==> src/rtl/wb_arbiter.sv <==
// Two-master Wishbone round-robin arbiter onto one shared bus.
// Optional ack timeout enabled by defining WB_ARBITER_TIMEOUT_EN.
module wb_arbiter #(
    parameter int AddrW         = 4,
    parameter int DataW         = 8,
    parameter int TimeoutCycles = 255
) (
    input  logic             clk_i,
    input  logic             rst_i,
    input  logic             m0_wb_we_i,
    input  logic [AddrW-1:0] m0_wb_adr_i,
    input  logic [DataW-1:0] m0_wb_dat_i,
    input  logic             m0_wb_stb_i,
    output logic [DataW-1:0] m0_wb_dat_o,
    output logic             m0_wb_ack_o,
    input  logic             m1_wb_we_i,
    input  logic [AddrW-1:0] m1_wb_adr_i,
    input  logic [DataW-1:0] m1_wb_dat_i,
    input  logic             m1_wb_stb_i,
    output logic [DataW-1:0] m1_wb_dat_o,
    output logic             m1_wb_ack_o,
    output logic             s_wb_we_o,
    output logic [AddrW-1:0] s_wb_adr_o,
    output logic [DataW-1:0] s_wb_dat_o,
    output logic             s_wb_stb_o,
    input  logic [DataW-1:0] s_wb_dat_i,
    input  logic             s_wb_ack_i,
    output logic [1:0]       grant_o,
    output logic             timeout_o
);

    typedef enum logic {IDLE, BUSY} state_t;

    localparam logic [15:0] CntLast = 16'(TimeoutCycles - 1);

    state_t     state_reg, state_next;
    logic [1:0] grant_reg, grant_next;
    logic       last_reg, last_next;   // 1: m1 was served last

    logic             busy;
    logic             sel;
    logic             g_stb;
    logic             g_we;
    logic [AddrW-1:0] g_adr;
    logic [DataW-1:0] g_dat;
    logic             done_ack;
    logic             expire;
    logic [1:0]       m_ack;
    logic [DataW-1:0] m_dat [2];

    assign busy  = (state_reg == BUSY);
    assign sel   = grant_reg[1];
    assign g_stb = sel ? m1_wb_stb_i : m0_wb_stb_i;
    assign g_we  = sel ? m1_wb_we_i  : m0_wb_we_i;
    assign g_adr = sel ? m1_wb_adr_i : m0_wb_adr_i;
    assign g_dat = sel ? m1_wb_dat_i : m0_wb_dat_i;

    // A dropped strobe is an abort, so an ack in that cycle is not delivered.
    assign done_ack = busy & g_stb & s_wb_ack_i;

`ifdef WB_ARBITER_TIMEOUT_EN
    logic [15:0] cnt_reg;
    logic        tflag_reg;

    assign expire    = busy & g_stb & ~s_wb_ack_i & (cnt_reg == CntLast);
    assign timeout_o = tflag_reg;

    always_ff @(posedge clk_i) begin
        if (rst_i) begin
            cnt_reg   <= '0;
            tflag_reg <= 1'b0;
        end else begin
            if (!busy) begin
                cnt_reg <= '0;
            end else if (!s_wb_ack_i) begin
                cnt_reg <= cnt_reg + 16'd1;
            end
            if (expire) begin
                tflag_reg <= 1'b1;
            end
        end
    end
`else
    logic unused_timeout;

    assign expire         = 1'b0;
    assign timeout_o      = 1'b0;
    assign unused_timeout = ^CntLast;
`endif

    always_ff @(posedge clk_i) begin
        if (rst_i) begin
            state_reg <= IDLE;
            grant_reg <= 2'b00;
            last_reg  <= 1'b1;
        end else begin
            state_reg <= state_next;
            grant_reg <= grant_next;
            last_reg  <= last_next;
        end
    end

    always_comb begin
        state_next = state_reg;
        grant_next = grant_reg;
        last_next  = last_reg;
        case (state_reg)
            IDLE: begin
                if (m0_wb_stb_i || m1_wb_stb_i) begin
                    state_next = BUSY;
                    if (m0_wb_stb_i && m1_wb_stb_i) begin
                        grant_next = last_reg ? 2'b01 : 2'b10;
                    end else begin
                        grant_next = m0_wb_stb_i ? 2'b01 : 2'b10;
                    end
                end
            end
            BUSY: begin
                if (!g_stb) begin
                    state_next = IDLE;
                    grant_next = 2'b00;
                end else if (s_wb_ack_i || expire) begin
                    state_next = IDLE;
                    grant_next = 2'b00;
                    last_next  = sel;
                end
            end
            default: begin
                state_next = IDLE;
                grant_next = 2'b00;
            end
        endcase
    end

    assign s_wb_stb_o = busy & g_stb & ~expire;
    assign s_wb_we_o  = busy & g_we;
    assign s_wb_adr_o = busy ? g_adr : '0;
    assign s_wb_dat_o = busy ? g_dat : '0;
    assign grant_o    = grant_reg;

    // A forced termination acks the owner with zero data.
    for (genvar gi = 0; gi < 2; gi++) begin : g_master
        assign m_ack[gi] = (done_ack | expire) & grant_reg[gi];
        assign m_dat[gi] = (done_ack & grant_reg[gi]) ? s_wb_dat_i : '0;
    end

    assign m0_wb_ack_o = m_ack[0];
    assign m1_wb_ack_o = m_ack[1];
    assign m0_wb_dat_o = m_dat[0];
    assign m1_wb_dat_o = m_dat[1];

endmodule

==> config.mk <==
export PLATFORM = sky130hd
export DESIGN_NAME = wb_arbiter
export DESIGN_NICKNAME = d
export VERILOG_FILES = /design/src/rtl/wb_arbiter.sv
export SDC_FILE = /design/constraint.sdc
export NUM_CORES = 1
export LEC_CHECK = 0
export CAP_MARGIN = 0
export CORE_MARGIN = 3
export CORE_UTILIZATION = 26
export DETAILED_ROUTE_END_ITERATION = 8
export PLACE_DENSITY = 0.87
export SLEW_MARGIN = 20
export SYNTH_ARGS = -nofsm -noshare
export SYNTH_HDL_FRONTEND = slang
export SYNTH_SLANG_ARGS = --single-unit
==> constraint.sdc <==
create_clock -name clk_i -period 3.1 [get_ports clk_i]
set_clock_uncertainty 0.05 [all_clocks]
set_input_delay 0.93 -clock clk_i [delete_from_list [all_inputs] [get_ports clk_i]]
set_output_delay 0.93 -clock clk_i [all_outputs]
set_load 0.05 [all_outputs]
# Word level (Yosys, flattened, before mapping)
# Cells that the tools add are included.
[word_totals]
register_bits = 4
inputBits = 39
out_inout_bits = 35
wordCells = 34
[op_classes]
n_eq_ne = 2
n_mux = 19
bitwise_logic = 6
reduce_logical = 4
[ops]
columns = ["cell", "count"]
rows = [
  ["8-bit two-way mux", 4],
  ["2-bit two-way mux", 6],
  ["4-bit two-way mux", 2],
  ["1-bit AND", 5],
  ["1-bit two-way mux", 5],
  ["2-bit one-hot mux with 2 select lines", 1],
  ["3-bit != test (second input constant)", 1],
  ["3-bit AND reduction", 1],
  ["2-bit != test (second input constant)", 1],
  ["1-bit one-hot mux with 2 select lines", 1],
  ["2-bit AND reduction", 1],
  ["1-bit logical AND", 1],
  ["1-bit logical OR", 1],
  ["1-bit inverter", 1],
]

# Longest topological paths before layout
[logic_depth]
word_depth = 5
mapped_depth = 4
mapped_depth_nobuf = 3

# Worst setup path after synthesis
# Ideal clock, no wire load.
[synth_path]
kind = "input to output"
startpoint = "input s_wb_ack_i"
endpoint = "output m0_wb_dat_o[0]"
t_arrival_ps = 2077
required_ps = 2120
setup_slack_ps = 43
path_stages = 3
path_buffers = 0
path_cell_list = "nand3_1 nor2_2 and2_1"
[synth_via]
elab_chain_cells = 3
[synth_rtl]
columns = ["element", "line", "text"]
rows = [
  ["start, declared", "27", "input logic s_wb_ack_i,"],
  ["1-bit AND", "59", "assign done_ack = busy & g_stb & s_wb_ack_i;"],
  ["1-bit AND", "-", ""],
  ["via m0_wb_ack_o", "15", "output logic m0_wb_ack_o,"],
  ["8-bit two-way mux", "144", "assign m_dat[gi] = (done_ack & grant_reg[gi]) ? s_wb_dat_i : '0;"],
  ["end, declared", "14", "output logic [DataW-1:0] m0_wb_dat_o,"],
]
# The timed path passes the listed nets, and every way through them passes these cells.

# Worst setup path after layout
[layout_path]
startpoint = "input m0_wb_stb_i"
endpoint = "output m0_wb_dat_o[7]"
[layout_via]
elab_chain_cells = 5
[layout_rtl]
columns = ["element", "line", "text"]
rows = [
  ["start, declared", "13", "input logic m0_wb_stb_i,"],
  ["1-bit two-way mux", "53", "assign g_stb = sel ? m1_wb_stb_i : m0_wb_stb_i;"],
  ["1-bit AND (2 in a row)", "59", ""],
  ["1-bit AND", "144", ""],
  ["8-bit two-way mux", "144", ""],
]
# Every way passes these cells.

==> qor.txt <==
Worst Path Arrival: 2.08 ns
Synthesis Warnings: 0
Type of the most critical hold path: reg2reg
Synthesized area per cell: 7.20 sq um
LEAKAGE: 0.699 nW
Leading register cell type out of synthesis: dfxtp_1
Adder-cell share of the synthesized area: 0
H-tree depth: 1
Data required time of the worst path: 2.12 ns
Total negative slack: 0 ns
Proportion of synthesized chip area in sequential cells: 0.144
I/O pin count: 74
Initial antenna violation count: 0
Total number of vias: 878
Number of inserted diodes: 0
Fin worst setup slack: 0.0366 ns
Worst-path clk slew: 0.04 ns
Number of sinks driven by the clock tree: 4
Final hold slack: 0.478 ns
Post-synth cell types: 22
Syn Inst Count: 77
Combined area of the multi-input logic cells: 497 sq um
Critical Path, Cell by Cell: clkdlybuf4s50_1, mux2i_4, nor2_4, and2_1, buf_12
Async set-or-reset flop fraction in the synthesized netlist: 0
Xor and xnor fraction of the mapped netlist area: 0
Setup Slack @ Placement: -0.0925 ns
Post-synthesis cell type with the largest combined area: mux2i_1
Top post-synthesis cells by area: mux2i_1, and2_1, dfxtp_1, nor2_1, a21oi_1
Area share of the largest cell type after synthesis: 0.253
Non-filler cells, final: 183
Final Max Slew Viols: 0
Unrepaired setup endpoints after global routing: true
Area growth from synthesis to layout: 213%
Floorplan row count: 16
Iteration-0 DRC count of the detailed router: 5
Die height: 52.2 um
Remaining routing DRC violations: 0
DP HPWL: 2290 um
Total Power: 0.364 mW
Combinational family with the most area after synthesis: simple AND/OR/NAND/NOR gates
Most frequent cell after synthesis: and2_1
Global placer's final weighted congestion: 0.768
Final setup violation count: 0
Mux cell area share after synthesis: 0.280
Maximum number of pins on one net before global-route repair: 18
Total congestion overflow: 0
Type of element capturing the critical path: output pin
Number of storage elements in the synthesis netlist: 4
Fill cell instance count of the final layout: 103
Crit path max fanout: 5
Number of buffers between clock root and the deepest sink: 2
Cell area after placement: 1640 sq um
DIE WIDTH: 52.2 um
Number of detailed-routing iterations run before antenna repair: 4
Post-synthesis net count: 116
Floorplan core area: 1980 sq um
Vias in the first global route: 859
Clock buffers created by TritonCTS: 3
Post-placement cell count: 178
Global Route Usage Sum: 0.209
Achievable frequency: 326 MHz
Global-route wire length before repair: 4040 um
Initial core utilization: 0.280
TritonCTS clock tree: yes
Sequential cell area: 80.1 sq um
Post-synthesis share of cell area spent on and, or, nand and nor gates: 0.404
Die area: 2720 sq um
Final design utilization: 0.874
Final ANT Viol Nets: 0
Compound-cell area share of the yosys netlist: 0.0858
Critical Path Source Type: primary input
Average wire per cell in the routed design: 15.9 um
Setup CP Type: in2out
Maximum Capacitance Violations: 0
Final cell area excluding filler cells: 1730 sq um
Max FFs per register: 2
Hold Fails Final Rpt: 0
Critical path's slowest cell: clkdlybuf4s50_1
IR Drop Worst-Case VDD: 179 uV
Port Buf Inserts: 72
Number of flops mapped to enable cells by yosys: 0
Area of the mapped netlist: 554 sq um
Delay of the slowest cell on the worst path: 0.47 ns
Outcome: finished clean
Clock insertion delay at the later pin of the skew report: 0.26 ns
Fraction of final layout cells with drive strength greater than 1: 0.372
Vias per inst: 4.80
Number of nets in the layout: 197
CTS Root Cell: clkbuf_4
Crit path time final: 3.06 ns
Cell Pwr Density: 210 nW/um^2
Overall routed net length: 2910 um
Share of the clock period used by the worst path: 0.988
Commonest cells post-synth: and2_1, nor2_1, mux2i_1
## layer usage
layer	up-vias	GRT usage	routed length [um]
met3	6	0.0655	301
met5	-	0	0
met4	0	0.0936	48
li1	423	-	-
met2	59	0.414	1530
met1	390	0.188	1030
## area by class of cell
cell class,instances,share of cell area
clock buffers,3,0.0130
flip-flops and latches,4,0.0462
inverters,2,0.00433
well taps,27,0.0195
multi-input cells,68,0.287
repair buffers,79,0.630
## power breakdown
part,internal (mW),switching [mW]
registers,0.0553,0.00748
clock network,0.0438,0.0284
logic,0.119,0.109
## cells by family after synthesis
kind of cell	Yosys count
simple gates	42
mux	15
compound gates	8
buf+inv	7
flops	4
other cells	1
## timing repair
| item | CTS | global route |
|---|---|---|
| pin swaps | 3 | 1 |
| hold buffers | 0 | 0 |
| gates resized for setup | 15 | 2 |
| cloned | 1 | 1 |
| setup endpoints to repair | 16 | 14 |
| buffers inserted | 1 | 0 |
## cell usage in the layout, fill, tap and decap left out
cell	n
mux2_4	1
and4_4	1
a211o_1	1
and3b_1	1
dlymetal6s2s_1	1
o21ai_0	3
a21oi_1	3
nand3_1	2
nand4b_1	1
conb_1	1
nor2_2	1
nor2b_1	2
nand2_1	2
dlygate4sd2_1	1
clkinv_1	1
nand3_2	1
mux2i_4	1
clkbuf_4	3
nor2_4	2
buf_12	32
clkdlybuf4s50_1	37
inv_1	1
nor2_1	14
buf_4	8
mux2i_1	13
o221ai_1	1
and4_2	1
dfxtp_1	4
and2_1	9
and2_4	7
## worst max-delay path: cells and delay by family
kind                   cells  cell delay [ns]
buffers and inverters      2             0.62
muxes                      1             0.27
and+or+nand+nor            2             0.27
## worst paths after layout
kind	start	end	slack, ns	depth (start not counted)
worst min-delay path	last_reg$_SDFFE_PP1P_	last_reg$_SDFFE_PP1P_	0.48	1
worst min register to register	last_reg$_SDFFE_PP1P_	last_reg$_SDFFE_PP1P_	0.48	1
worst max register to register	grant_o[1]$_SDFFE_PP0P_	last_reg$_SDFFE_PP1P_	1.45	4
worst max-delay path	m0_wb_stb_i	m0_wb_dat_o[7]	0.04	5
Note: power is estimated with default switching activity, not from simulation.
